### config.mk
export PLATFORM = sky130hd
export DESIGN_NAME = adc_trigger_core_multi_edge_flat
export DESIGN_NICKNAME = d
export VERILOG_FILES = /design/src/rtl/adc_trigger_pkg.sv /design/src/rtl/adc_trigger_core_multi_edge_if.sv /design/src/rtl/adc_trigger_prio_enc.sv /design/src/rtl/adc_trigger_core_multi_edge.sv /design/src/flat_wrapper.sv
export SDC_FILE = /design/constraint.sdc
export NUM_CORES = 1
export LEC_CHECK = 0
export CAP_MARGIN = 15
export CORE_AREA = 4 4 74 76
export CTS_BUF_LIST = sky130_fd_sc_hd__clkbuf_16
export CTS_CLUSTER_SIZE = 40
export DETAILED_ROUTE_END_ITERATION = 10
export DIE_AREA = 0 0 78 80
export PLACE_DENSITY_LB_ADDON = 0.3
export SETUP_SLACK_MARGIN = 0.15
export SLEW_MARGIN = 40
export SYNTH_ARGS = -nofsm -noshare
export SYNTH_HDL_FRONTEND = slang
export SYNTH_SLANG_ARGS = --single-unit
export TNS_END_PERCENT = 1
### constraint.sdc
create_clock -name adc_data_clk -period 6 [get_ports adc_data_clk]
set_input_delay 1.2 -clock adc_data_clk [delete_from_list [all_inputs] [get_ports adc_data_clk]]
set_output_delay 1.2 -clock adc_data_clk [all_outputs]
set_load 0.01 [all_outputs]
### src/rtl/adc_trigger_pkg.sv
// Shared types for the multi-channel hysteresis trigger core:
// FSM state encoding and edge-mode codes.
package adc_trigger_pkg;

  typedef enum logic [1:0] {
    IDLE      = 2'd0,
    WAIT_HIGH = 2'd1,
    WAIT_LOW  = 2'd2,
    HOLDOFF   = 2'd3
  } trig_state_e;

  localparam logic [1:0] EDGE_RISING  = 2'b00;
  localparam logic [1:0] EDGE_FALLING = 2'b01;
  localparam logic [1:0] EDGE_EITHER  = 2'b10;

  function automatic logic edge_rise_ok(input logic [1:0] m);
    return (m == EDGE_RISING) || m[1];
  endfunction

  function automatic logic edge_fall_ok(input logic [1:0] m);
    return (m == EDGE_FALLING) || m[1];
  endfunction

endpackage

### src/rtl/adc_trigger_core_multi_edge_if.sv
// Comparator, configuration and status bundle between the ADC
// front end / trigger controller (master) and the core (slave).
interface adc_trigger_core_multi_edge_if #(
  parameter int NUM_CH    = 4,
  parameter int HOLDOFF_W = 16
);
  logic                 comp_ena;
  logic                 comp_pol;
  logic [1:0]           edge_mode;
  logic [NUM_CH-1:0]    ch_mask;
  logic [HOLDOFF_W-1:0] holdoff;
  logic [NUM_CH-1:0]    adc_hi_comp;
  logic [NUM_CH-1:0]    adc_lo_comp;
  logic                 comp_sig;
  logic [NUM_CH-1:0]    comp_ch;
  logic                 trig_pulse;
  logic [31:0]          trig_count;
  logic [1:0]           dbg_comp_state;

  modport master (
    output comp_ena, comp_pol, edge_mode, ch_mask, holdoff,
    output adc_hi_comp, adc_lo_comp,
    input  comp_sig, comp_ch, trig_pulse, trig_count,
    input  dbg_comp_state
  );

  modport slave (
    input  comp_ena, comp_pol, edge_mode, ch_mask, holdoff,
    input  adc_hi_comp, adc_lo_comp,
    output comp_sig, comp_ch, trig_pulse, trig_count,
    output dbg_comp_state
  );
endinterface

### src/rtl/adc_trigger_prio_enc.sv
// Lowest-index-wins priority encoder: one-hot winner plus any-hit.
// Purely combinational.
module adc_trigger_prio_enc #(
  parameter int NUM_CH = 4
) (
  input  logic [NUM_CH-1:0] hit,
  output logic [NUM_CH-1:0] onehot,
  output logic              any_hit
);
  // Two's-complement trick isolates the lowest set bit.
  assign onehot  = hit & (~hit + NUM_CH'(1));
  assign any_hit = |hit;
endmodule

### src/rtl/adc_trigger_core_multi_edge.sv
// Multi-channel hysteresis trigger core with edge qualification and holdoff.
// Optional event counter: define ADC_TRIGGER_EVENT_COUNTER_EN.
module adc_trigger_core_multi_edge
  import adc_trigger_pkg::*;
#(
  parameter int NUM_CH    = 4,
  parameter int HOLDOFF_W = 16
) (
  input  logic adc_data_clk,
  input  logic comp_rst,
  adc_trigger_core_multi_edge_if.slave bus
);

  trig_state_e          state_q, state_d;
  trig_state_e          after_q, after_d;
  logic [HOLDOFF_W-1:0] cnt_q, cnt_d;
  logic [NUM_CH-1:0]    ch_q, ch_d;
  logic                 sig_q, sig_d;
  logic                 trig_q, trig_d;

  logic [NUM_CH-1:0]    hit;
  logic [NUM_CH-1:0]    hit_oh;
  logic                 hit_any;
  logic [HOLDOFF_W-1:0] hmax;

  // Only the flag relevant to the current wait state is looked at.
  assign hit = ((state_q == WAIT_LOW) ? bus.adc_lo_comp
                                      : bus.adc_hi_comp) & bus.ch_mask;

  adc_trigger_prio_enc #(.NUM_CH(NUM_CH)) u_prio (
    .hit     (hit),
    .onehot  (hit_oh),
    .any_hit (hit_any)
  );

  assign hmax = (bus.holdoff == '0) ? HOLDOFF_W'(1) : bus.holdoff;

  always_comb begin
    state_d = state_q;
    after_d = after_q;
    cnt_d   = cnt_q;
    ch_d    = ch_q;
    sig_d   = sig_q;
    trig_d  = 1'b0;
    unique case (state_q)
      IDLE: begin
        if (bus.comp_ena) begin
          state_d = WAIT_HIGH;
          ch_d    = '0;
          sig_d   = 1'b0;
        end
      end
      WAIT_HIGH: begin
        if (bus.comp_ena && hit_any) begin
          ch_d    = hit_oh;
          sig_d   = 1'b1;
          after_d = WAIT_LOW;
          cnt_d   = HOLDOFF_W'(1);
          state_d = HOLDOFF;
          trig_d  = edge_rise_ok(bus.edge_mode);
        end
      end
      WAIT_LOW: begin
        if (bus.comp_ena && hit_any) begin
          ch_d    = hit_oh;
          sig_d   = 1'b0;
          after_d = WAIT_HIGH;
          cnt_d   = HOLDOFF_W'(1);
          state_d = HOLDOFF;
          trig_d  = edge_fall_ok(bus.edge_mode);
        end
      end
      HOLDOFF: begin
        // >= lets a live holdoff shrink below the count exit at once.
        if (cnt_q >= hmax) state_d = after_q;
        else               cnt_d   = cnt_q + HOLDOFF_W'(1);
      end
      default: state_d = IDLE;
    endcase
  end

  always_ff @(posedge adc_data_clk or posedge comp_rst) begin
    if (comp_rst) begin
      state_q <= IDLE;
      after_q <= WAIT_HIGH;
      cnt_q   <= '0;
      ch_q    <= '0;
      sig_q   <= 1'b0;
      trig_q  <= 1'b0;
    end else begin
      state_q <= state_d;
      after_q <= after_d;
      cnt_q   <= cnt_d;
      ch_q    <= ch_d;
      sig_q   <= sig_d;
      trig_q  <= trig_d;
    end
  end

`ifdef ADC_TRIGGER_EVENT_COUNTER_EN
  logic [31:0] trig_count_q, trig_count_d;

  assign trig_count_d = trig_q ? trig_count_q + 32'd1 : trig_count_q;

  always_ff @(posedge adc_data_clk or posedge comp_rst) begin
    if (comp_rst) trig_count_q <= '0;
    else          trig_count_q <= trig_count_d;
  end

  assign bus.trig_count = trig_count_q;
`else
  assign bus.trig_count = '0;
`endif

  assign bus.comp_sig       = bus.comp_pol ? ~sig_q : sig_q;
  assign bus.comp_ch        = ch_q;
  assign bus.trig_pulse     = trig_q;
  assign bus.dbg_comp_state = state_q;

endmodule

### src/flat_wrapper.sv
// flat-port wrapper written by rule: the top's interface ports become plain ports
module adc_trigger_core_multi_edge_flat import adc_trigger_pkg::*;
#(
  parameter int NUM_CH    = 4,
  parameter int HOLDOFF_W = 16
)
  (adc_data_clk, comp_rst, bus_comp_ena, bus_comp_pol, bus_edge_mode, bus_ch_mask, bus_holdoff, bus_adc_hi_comp, bus_adc_lo_comp, bus_comp_sig, bus_comp_ch, bus_trig_pulse, bus_trig_count, bus_dbg_comp_state);
  adc_trigger_core_multi_edge_if #(.NUM_CH(NUM_CH), .HOLDOFF_W(HOLDOFF_W)) bus_i ();
  input  logic adc_data_clk;
  input  logic comp_rst;
  input wire logic [$bits(bus_i.comp_ena)-1:0] bus_comp_ena;
  input wire logic [$bits(bus_i.comp_pol)-1:0] bus_comp_pol;
  input wire logic [$bits(bus_i.edge_mode)-1:0] bus_edge_mode;
  input wire logic [$bits(bus_i.ch_mask)-1:0] bus_ch_mask;
  input wire logic [$bits(bus_i.holdoff)-1:0] bus_holdoff;
  input wire logic [$bits(bus_i.adc_hi_comp)-1:0] bus_adc_hi_comp;
  input wire logic [$bits(bus_i.adc_lo_comp)-1:0] bus_adc_lo_comp;
  output wire logic [$bits(bus_i.comp_sig)-1:0] bus_comp_sig;
  output wire logic [$bits(bus_i.comp_ch)-1:0] bus_comp_ch;
  output wire logic [$bits(bus_i.trig_pulse)-1:0] bus_trig_pulse;
  output wire logic [$bits(bus_i.trig_count)-1:0] bus_trig_count;
  output wire logic [$bits(bus_i.dbg_comp_state)-1:0] bus_dbg_comp_state;
  assign bus_i.comp_ena = bus_comp_ena;
  assign bus_i.comp_pol = bus_comp_pol;
  assign bus_i.edge_mode = bus_edge_mode;
  assign bus_i.ch_mask = bus_ch_mask;
  assign bus_i.holdoff = bus_holdoff;
  assign bus_i.adc_hi_comp = bus_adc_hi_comp;
  assign bus_i.adc_lo_comp = bus_adc_lo_comp;
  assign bus_comp_sig = bus_i.comp_sig;
  assign bus_comp_ch = bus_i.comp_ch;
  assign bus_trig_pulse = bus_i.trig_pulse;
  assign bus_trig_count = bus_i.trig_count;
  assign bus_dbg_comp_state = bus_i.dbg_comp_state;
  adc_trigger_core_multi_edge #(.NUM_CH(NUM_CH), .HOLDOFF_W(HOLDOFF_W)) u_core (.adc_data_clk(adc_data_clk), .comp_rst(comp_rst), .bus(bus_i));
endmodule
==> results_dict.tcl <==
set metrics [dict create \
    drt-total-wl_microns 5380 \
    design_area_sq_um 2800 \
    finalSetupTns_ns 0 \
    final-setup-viol-count 0 \
    leakage_nw 1.30 \
    clockBufferDepth 2 \
    area_growth_pct 17.9 \
    ir_worst_vdd_mv 0.396 \
    overflow 0 \
    antenna_found_initial 0 \
    worstPathRequired_ns 6.15 \
    p_per_area_nw_per_um2 391 \
    dp_cells 377 \
    diodes 0 \
    grt_max_degree 27 \
    die_w_microns 78 \
    cts_made_buffers 3 \
    cts_resized 0 \
    fin_skew_ns 0.00612 \
    start_kind "primary input" \
    track_usage_pct 17.6 \
    path_class "in2reg" \
    crit_start "bus_holdoff[1]" \
    rsz0062_at_grt "no" \
    postSynthAreaPerCell_sq_um 8.49 \
    hp-start "u_core.bus.comp_ch[0]$_DFFE_PP0P_" \
    fin_cells 381 \
    status "finished, final reports clean" \
    hpwlAfterDp_microns 4140 \
    synthCells 280 \
    cts_tree "built" \
    crit_chain "clkdlybuf4s50_1 -> nor4_1 -> a41o_1 -> ha_1 -> nand2b_1 -> a2111oi_0 -> nand3b_1 -> a32oi_1 -> buf_2 -> buf_4 -> or2_1 -> a221o_1" \
    grt_pass1_wl_microns 9040 \
    synth_area_leaders "dfrtp_1 26%, ha_1 12%, buf_4 10%" \
    hold_buffers 0 \
    portBuffers 41 \
    clock-sinks 26 \
    ios 74 \
    critPathMaxFanout 11 \
    synth-seq-area-share_pct 27.4 \
    rr_worst_depth 8 \
    end_kind "register" \
    yosys_warnings 0 \
    rows 25 \
    post_cts_buffers 0 \
    netlist_area_sq_um 2380 \
    htreeDepth 1 \
    wire_per_inst_microns 14.1 \
    antenna_left 0 \
    root_buffer "clkbuf_16" \
    min_path_type "reg2reg" \
    place_area_sq_um 2700 \
    vias_per_cell 5.43 \
    fill_cells 421 \
    first_global_vias 2032 \
    synth_flop_cell "dfrtp_1" \
    holdPathStages 1 \
    post-route-period-util_pct 70.6 \
    fin_hold_ws_ns 0.486 \
    max_cap_viol_count 0 \
    first_pass_iters 4 \
    clk_pin_slew_worst_paths_ns 0.07 \
    max-slew-margin-rel_pct 48.9 \
    place.gp.congestion 0.858 \
    cp.arrival_ns 4.38 \
    ys_seq_elements 26 \
    tightest_slew_ns 0.767 \
    finalCriticalPeriod_ns 4.24 \
    drive_gt1_share_pct 5.41 \
    drc 0 \
    slew_violations 0 \
    synth_common_cells "32 x buf_4, 25 x dfrtp_1, 25 x inv_1" \
    worstSkewPairLatency_ns 0.26 \
    core_sq_um 4720 \
    synth_top_cell_area_share_pct 26.3 \
    synth_cell_types 52 \
    synth_most_common_cell "buf_4" \
    p_total_mw 1.10 \
    synth_top_area_cell "dfrtp_1" \
    start_util_pct 50.4 \
    hold_viol_final 0 \
    async_reset_ff_share_pct 100 \
    vias 2070 \
    crit_path_max_incr_delay_ns 0.43 \
    die_height_microns 80 \
    die-area_sq_um 6240 \
    fmax_mhz 236 \
    synth_edf_count 0 \
    reg2reg_from "u_core.bus.dbg_comp_state[1]$_DFFE_PP0P_" \
    slowest_stage "clkdlybuf4s50_1" \
    final_nets 371 \
    drtIter0Drc 97 \
]
==> critical path: cells and delay by family <==
family                     cells  cell delay (ns)
adders and majority gates      1             0.21
buffers and inverters          3             0.80
and+or+nand+nor                4             1.05
AOI/OAI and AO/OA              4             1.11
==> metal layers <==
metal  track usage, %  routed length, microns  vias up
li1                 -                       -     1009
met1             22.7                    2430      965
met2             29.6                    2450       88
met3             3.50                     430        8
met4             5.42                      65        0
met5                0                       0        -
==> area by class of cell <==
type                    count  area (sq um)  share of cell area, %
clock inverters             1          30.0                   1.07
clock buffers               3          75.1                   2.68
well taps                  67          83.8                   2.99
multi-input cells         216          1450                   51.6
inverters                  25          93.8                   3.35
flip-flops and latches     26           652                   23.2
repair buffers             43           423                   15.1
==> final timing paths <==
check,endpoint,slack (ns)
max reg2reg,u_core.cnt_q[9]$_DFFE_PP0P_,2.98
min,u_core.bus.comp_ch[0]$_DFFE_PP0P_,0.49
min in group asynchronous,u_core.sig_q$_DFFE_PP0P_,1.30
max,u_core.cnt_q[9]$_DFFE_PP0P_,1.76
max in group asynchronous,u_core.after_q[0]$_DFFE_PP1P_,4.33
min reg2reg,u_core.bus.comp_ch[0]$_DFFE_PP0P_,0.49
==> report_power, final <==
| group | internal (mW) | switching, mW | leakage (nW) |
|---|---|---|---|
| Sequential | 0.236 | 0.0741 | 0.344 |
| Clock | 0.133 | 0.0624 | 0.0511 |
| Combinational | 0.245 | 0.346 | 0.908 |
==> cells by family after synthesis <==
| logic type | count (synthesis) | synth area share, % |
|---|---|---|
| mux | 10 | 4.94 |
| flops | 26 | 27.4 |
| fa+ha+maj | 22 | 11.6 |
| other cells | 1 | 0.158 |
| buf+inv | 69 | 16.7 |
| compound gates | 55 | 17.4 |
| xor+xnor | 2 | 0.737 |
| simple gates | 95 | 21.1 |
==> per-stage QoR <==
step	setup slack (ns)	util (%)
4_1_cts	1.77	59.4
5_1_grt	1.56	59.4
3_5_place_dp	1.50	57.1
3_3_place_gp	1.53	56.9
6_report	1.76	59.4
2_1_floorplan	2.60	-
==> sequential cells by signal (all words and copies together) (netlist names) <==
signal and cells:
u_core.bus.dbg_comp_state 2, u_core.cnt_q 16, u_core.after_q 2, u_core.bus.trig_pulse 1, u_core.bus.comp_ch 4, u_core.sig_q 1
==> cell usage in the layout (no fill, tap or decap), types with 2 or more instances in the layout <==
cell type        Yosys  layout
inv_1               25      24
ha_1                22      22
mux2_1               4       4
dfrtp_1             25      25
o32ai_1              3       3
clkbuf_16            0       3
nand4_1              6       6
nor3_1               7       7
clkdlybuf4s50_1      0      41
a21o_1               4       4
a22o_1               3       3
o21ai_0             12      12
o31ai_1              4       4
or4_1                4       4
or2_1                2       2
nand3b_1             4       4
conb_1               1      32
nand2b_1             4       4
a211o_1              3       3
o211ai_1             5       5
mux2_2               2       2
nor2_1              14      14
nand2_1             21      21
mux2_4               2       2
a21oi_1              9       9
a211oi_1             2       2
or3_1                3       3
mux2i_1              2       2
nor4_1               7       7
nand3_1             16      16
Power figures use the tool's default switching activity.
